$ cat config.mk
export PLATFORM = sky130hd
export DESIGN_NAME = pedido_pedestre_flat
export DESIGN_NICKNAME = d
export VERILOG_FILES = /design/src/rtl/pedido_pedestre_if.sv /design/src/rtl/pedido_pedestre.sv /design/src/flat_wrapper.sv
export SDC_FILE = /design/constraint.sdc
export NUM_CORES = 1
export LEC_CHECK = 0
export ABC_AREA = 1
export BUFFER_PORTS_ARGS = -buffer_cell sky130_fd_sc_hd__buf_2
export CORE_MARGIN = 3
export CORE_UTILIZATION = 55
export DETAILED_ROUTE_END_ITERATION = 16
export GPL_ROUTABILITY_DRIVEN = 0
export PLACE_DENSITY = 0.85
export SLEW_MARGIN = 20
export SYNTH_ARGS = -nofsm -noshare
export SYNTH_HDL_FRONTEND = slang
export SYNTH_SLANG_ARGS = --single-unit
$ cat constraint.sdc
create_clock -name clk -period 2.2 [get_ports clk]
set_clock_uncertainty 0.15 [all_clocks]
set_input_delay 0.11 -clock clk [delete_from_list [all_inputs] [get_ports clk]]
set_output_delay 0.11 -clock clk [all_outputs]
set_load 0.01 [all_outputs]
$ cat src/rtl/pedido_pedestre_if.sv
// Pedestrian request interface: button/ack in, request/status out.
// master drives the button side, slave is the request block.
interface pedido_pedestre_if;
  logic       btn_raw;
  logic       ack;
  logic       req;
  logic       busy;
  logic [3:0] served;

  modport master (
    output btn_raw,
    output ack,
    input  req,
    input  busy,
    input  served
  );

  modport slave (
    input  btn_raw,
    input  ack,
    output req,
    output busy,
    output served
  );
endinterface

$ cat src/rtl/pedido_pedestre.sv
// Pedestrian button request: synchronizer, debouncer, and
// IDLE/PEND/COOL request FSM with served counter.
module pedido_pedestre #(
  parameter int DEB_CYCLES = 4,
  parameter int GAP        = 8
) (
  input  logic               clk,
  input  logic               rst,
  pedido_pedestre_if.slave   bus
);

  typedef enum logic [1:0] {
    IDLE,
    PEND,
    COOL
  } state_t;

  localparam logic [3:0] DCNT_LAST = 4'(DEB_CYCLES - 1);
  localparam logic [7:0] GAP_V     = 8'(GAP);

  logic       s1_q;
  logic       s2_q;
  logic       deb_q;
  logic       deb_d;
  logic       deb_prev_q;
  logic [3:0] dcnt_q;
  logic [3:0] dcnt_d;
  logic       press;

  state_t     state_q;
  logic [7:0] cool_q;
  logic       req_q;
  logic       busy_q;
  logic [3:0] served_q;

  always_ff @(posedge clk or posedge rst) begin
    if (rst) begin
      s1_q <= 1'b0;
      s2_q <= 1'b0;
    end else begin
      s1_q <= bus.btn_raw;
      s2_q <= s1_q;
    end
  end

  // deb flips on the edge where the mismatch run would hit DEB_CYCLES
  always_comb begin
    dcnt_d = '0;
    deb_d  = deb_q;
    if (s2_q != deb_q) begin
      if (dcnt_q == DCNT_LAST) begin
        deb_d = s2_q;
      end else begin
        dcnt_d = dcnt_q + 4'd1;
      end
    end
  end

  always_ff @(posedge clk or posedge rst) begin
    if (rst) begin
      deb_q      <= 1'b0;
      deb_prev_q <= 1'b0;
      dcnt_q     <= '0;
    end else begin
      deb_q      <= deb_d;
      deb_prev_q <= deb_q;
      dcnt_q     <= dcnt_d;
    end
  end

  assign press = deb_q & ~deb_prev_q;

  always_ff @(posedge clk or posedge rst) begin
    if (rst) begin
      state_q  <= IDLE;
      cool_q   <= '0;
      req_q    <= 1'b0;
      busy_q   <= 1'b0;
      served_q <= '0;
    end else begin
      unique case (state_q)
        IDLE: begin
          if (press) begin
            state_q <= PEND;
            req_q   <= 1'b1;
            busy_q  <= 1'b1;
          end
        end
        PEND: begin
          // ack wins over a coincident press
          if (bus.ack) begin
            served_q <= served_q + 4'd1;
            req_q    <= 1'b0;
            if (GAP == 0) begin
              state_q <= IDLE;
              busy_q  <= 1'b0;
            end else begin
              state_q <= COOL;
              cool_q  <= GAP_V;
            end
          end
        end
        COOL: begin
          if (cool_q == 8'd1) begin
            state_q <= IDLE;
            busy_q  <= 1'b0;
            cool_q  <= '0;
          end else begin
            cool_q <= cool_q - 8'd1;
          end
        end
        default: begin
          state_q <= IDLE;
          req_q   <= 1'b0;
          busy_q  <= 1'b0;
          cool_q  <= '0;
        end
      endcase
    end
  end

  assign bus.req    = req_q;
  assign bus.busy   = busy_q;
  assign bus.served = served_q;

endmodule

$ cat src/flat_wrapper.sv
// flat-port wrapper written by rule: the top's interface ports become plain ports
module pedido_pedestre_flat 
#(
  parameter int DEB_CYCLES = 4,
  parameter int GAP        = 8
)
  (clk, rst, bus_btn_raw, bus_ack, bus_req, bus_busy, bus_served);
  pedido_pedestre_if bus_i ();
  input  logic clk;
  input  logic rst;
  input wire logic [$bits(bus_i.btn_raw)-1:0] bus_btn_raw;
  input wire logic [$bits(bus_i.ack)-1:0] bus_ack;
  output wire logic [$bits(bus_i.req)-1:0] bus_req;
  output wire logic [$bits(bus_i.busy)-1:0] bus_busy;
  output wire logic [$bits(bus_i.served)-1:0] bus_served;
  assign bus_i.btn_raw = bus_btn_raw;
  assign bus_i.ack = bus_ack;
  assign bus_req = bus_i.req;
  assign bus_busy = bus_i.busy;
  assign bus_served = bus_i.served;
  pedido_pedestre #(.DEB_CYCLES(DEB_CYCLES), .GAP(GAP)) u_core (.clk(clk), .rst(rst), .bus(bus_i));
endmodule
==> impl_metrics.tcl <==
set metrics [dict create \
    crit_arrival_ns 1.68 \
    htreeDepth 1 \
    remaining_drc_errors 0 \
    areaGrowthSynthToFinish_pct 13.0 \
    core-area_um2 2040 \
    async_flop_share 1.00 \
    synthMuxAreaShare 0 \
    die_x_um 53.5 \
    start_util 0.608 \
    synth_edf_count 0 \
    place_ws_ns 0.676 \
    num_rows 16 \
    p_per_area_nw_per_um2 1480 \
    dieArea_um2 2860 \
    grt_pass1_wl_um 3930 \
    n_antenna_cell 0 \
    viasPerCell 5.39 \
    drv_cap 0 \
    slowest_stage "dfrtp_1" \
    setup_violations 0 \
    grt_max_degree 25 \
    crit_chain "inv_1, ha_1, nand2_4, nand2_4, inv_4, nand2_2, nor2_2, nand2_1, nand2_1" \
    synth_top_area_frac 0.484 \
    synth_area_um2 1240 \
    yosysMostFrequentCell "nand2_1" \
    drtIter0Drc 17 \
    drive_above_1_share 0.191 \
    yosys_most_used_dff "dfrtp_1" \
    yosysTopAreaCell "dfrtp_1" \
    vdd_ir_drop_max_mv 1.15 \
    ctsResizeCount 0 \
    synth_top_family_by_area "simple AND/OR/NAND/NOR gates" \
    worstMarginPinSlew_ns 0.864 \
    critPathLaunchType "register" \
    place.detailed.hpwl_um 1690 \
    post-route-min-period_ns 1.58 \
    grt_setup_unrepaired "no" \
    hold_viol 0 \
    nets 164 \
    hold_class "register to register" \
    status "finished, final reports clean" \
    leakagePower_nw 0.721 \
    grt_pass1_vias 944 \
    slowest_delay_ns 0.41 \
    synthSimpleGateAreaFrac 0.279 \
    clock-root-buffer "clkbuf_4" \
    num_io_pins 10 \
    detail_route.wl_per_cell_um 12.6 \
    max_freq_mhz 635 \
    synth.avg_cell_area_um2 9.13 \
    cts_inserted_buffers 3 \
    cts_tree "built" \
    cp_max_fo 9 \
    final.setup.worst_slack_ns 0.624 \
    drv_slew 0 \
    clk_pin_slew_ns 0.13 \
    synth_fa_ha_area_frac 0.0706 \
    portBuffers 9 \
    synthXorXnorAreaFrac 0.0565 \
    critical-path-top-delay-family "simple AND/OR/NAND/NOR gates" \
    ys_warn_count 0 \
    wl_um 2250 \
    ys_seq_area_frac 0.484 \
    die_h_um 53.5 \
    cts_sinks 24 \
    ys_seq_elements 24 \
    antenna_found_initial 0 \
    synth_area_leaders "dfrtp_1, nand2_1, ha_1" \
    firstDrtPassIters 4 \
    track_usage 0.188 \
    fin_setup_tns_ns 0 \
    worstSetupPathType "register to register" \
    clock_latency_ns 0.31 \
    ant_nets 0 \
    syn_nets 147 \
    max_slew_margin 0.423 \
    vias 965 \
    synth_cell_type_count 25 \
    critPathRequiredTime_ns 2.31 \
    cts.path.max_buffers 2 \
    synth_cells 136 \
    netlist_top_cells_count "nand2_1, dfrtp_1, nor2_1" \
    crit_buf_inv 2 \
    overflow 0 \
    end_kind "register" \
    synth_compound_area_frac 0.0625 \
    post-route-period-util 0.716 \
]
==> kinds of logic after synthesis <==
group,after synthesis
AO/OA/AOI/OAI,11
XOR/XNOR,8
adder cells (fa/ha/maj),7
buffers and inverters,15
flip-flops,24
AND/OR/NAND/NOR,71
==> layout make-up <==
cell class              count  area, µm²
multi-input cells          97        582
inverters                  15       58.8
clock buffers               3       22.5
clock inverters             1       30.0
repair buffers             12       75.1
well taps                  27       33.8
fillers                   162        639
flip-flops and latches     24        601
==> per-stage QoR <==
step	utilization	total power, W	area (µm²)	hold WS [ns]	cells
2_1_floorplan	-	0.00151	1240	-0.0254	136
3_3_place_gp	0.646	0.00171	1320	0.0702	172
3_5_place_dp	0.646	0.00175	1320	0.0743	172
4_1_cts	0.687	0.00208	1400	0.223	179
5_1_grt	0.687	0.00226	1400	0.238	179
6_report	0.687	0.00207	1400	0.220	179
==> report_power, final <==
| part | switching (W) | internal [W] | leakage, nW |
|---|---|---|---|
| Combinational | 0.000629 | 0.000389 | 0.387 |
| Clock | 0.000131 | 0.000184 | 0.0279 |
| Sequential | 0.000142 | 0.000600 | 0.306 |
| Total | 0.000902 | 0.00117 | 0.721 |
==> per-layer routing <==
layer	global-route usage	wire length, µm	part of all wire
met4	0.0766	43	0.019
met5	0	0	0
met2	0.335	1110	0.50
met3	0.0225	76	0.034
met1	0.227	1010	0.45
==> cells in the final DEF (no fill, tap or decap) <==
master,count
nor2_2,1
o22ai_1,2
a31oi_1,2
nand2_2,3
inv_4,1
nor2_4,2
clkbuf_4,3
ha_1,7
buf_2,9
inv_1,11
xnor2_1,3
nand3_1,7
inv_2,3
xor2_1,5
nand2_1,30
and2_1,1
nand4_1,5
dlygate4sd3_1,3
nand2_4,3
bufinv_16,1
o21ai_2,1
o21ai_0,2
nand3_2,1
nor2_1,17
dfrtp_1,24
o21bai_1,1
a21oi_1,2
o21ai_4,1
or2_1,1
==> path summary, 6_finish.rpt <==
check,startpoint,end,slack [ns],depth (start not counted)
min in group asynchronous,rst,u_core.bus.busy$_DFFE_PP0P_,0.34,3
worst min register to register,u_core.s1_q$_DFF_PP0_,u_core.s2_q$_DFF_PP0_,0.22,0
worst min-delay path,u_core.s1_q$_DFF_PP0_,u_core.s2_q$_DFF_PP0_,0.22,0
worst max-delay path,u_core.state_q[1]$_DFFE_PP0P_,u_core.cool_q[5]$_DFFE_PP0P_,0.62,9
max in group asynchronous,rst,u_core.cool_q[6]$_DFFE_PP0P_,1.03,3
worst max register to register,u_core.state_q[1]$_DFFE_PP0P_,u_core.cool_q[5]$_DFFE_PP0P_,0.62,9
==> worst reg2reg max path, delay by kind of cell, from the launching register on <==
family / cells / cell delay [ns]
buf+inv: 2 / 0.18
fa+ha+maj: 1 / 0.25
flops: 1 / 0.41
simple gates: 6 / 0.55
==> flip-flops by register name (all words and copies together) (netlist names) <==
register / flops
u_core.cool_q: 8
u_core.bus.served: 4
u_core.dcnt_q: 4
u_core.state_q: 2
u_core.bus.busy: 1
u_core.bus.req: 1
u_core.deb_prev_q: 1
u_core.deb_q: 1
u_core.s1_q: 1
u_core.s2_q: 1
==> repair_timing <==
| action | 4_1_cts | 5_1_grt |
|---|---|---|
| hold buffers | 3 | 0 |
| endpoints found under the hold margin | 26 | 0 |
| endpoints found under the setup margin | 0 | 0 |
| setup buffers | 0 | 0 |
Note: power is estimated with default switching activity, not from simulation.
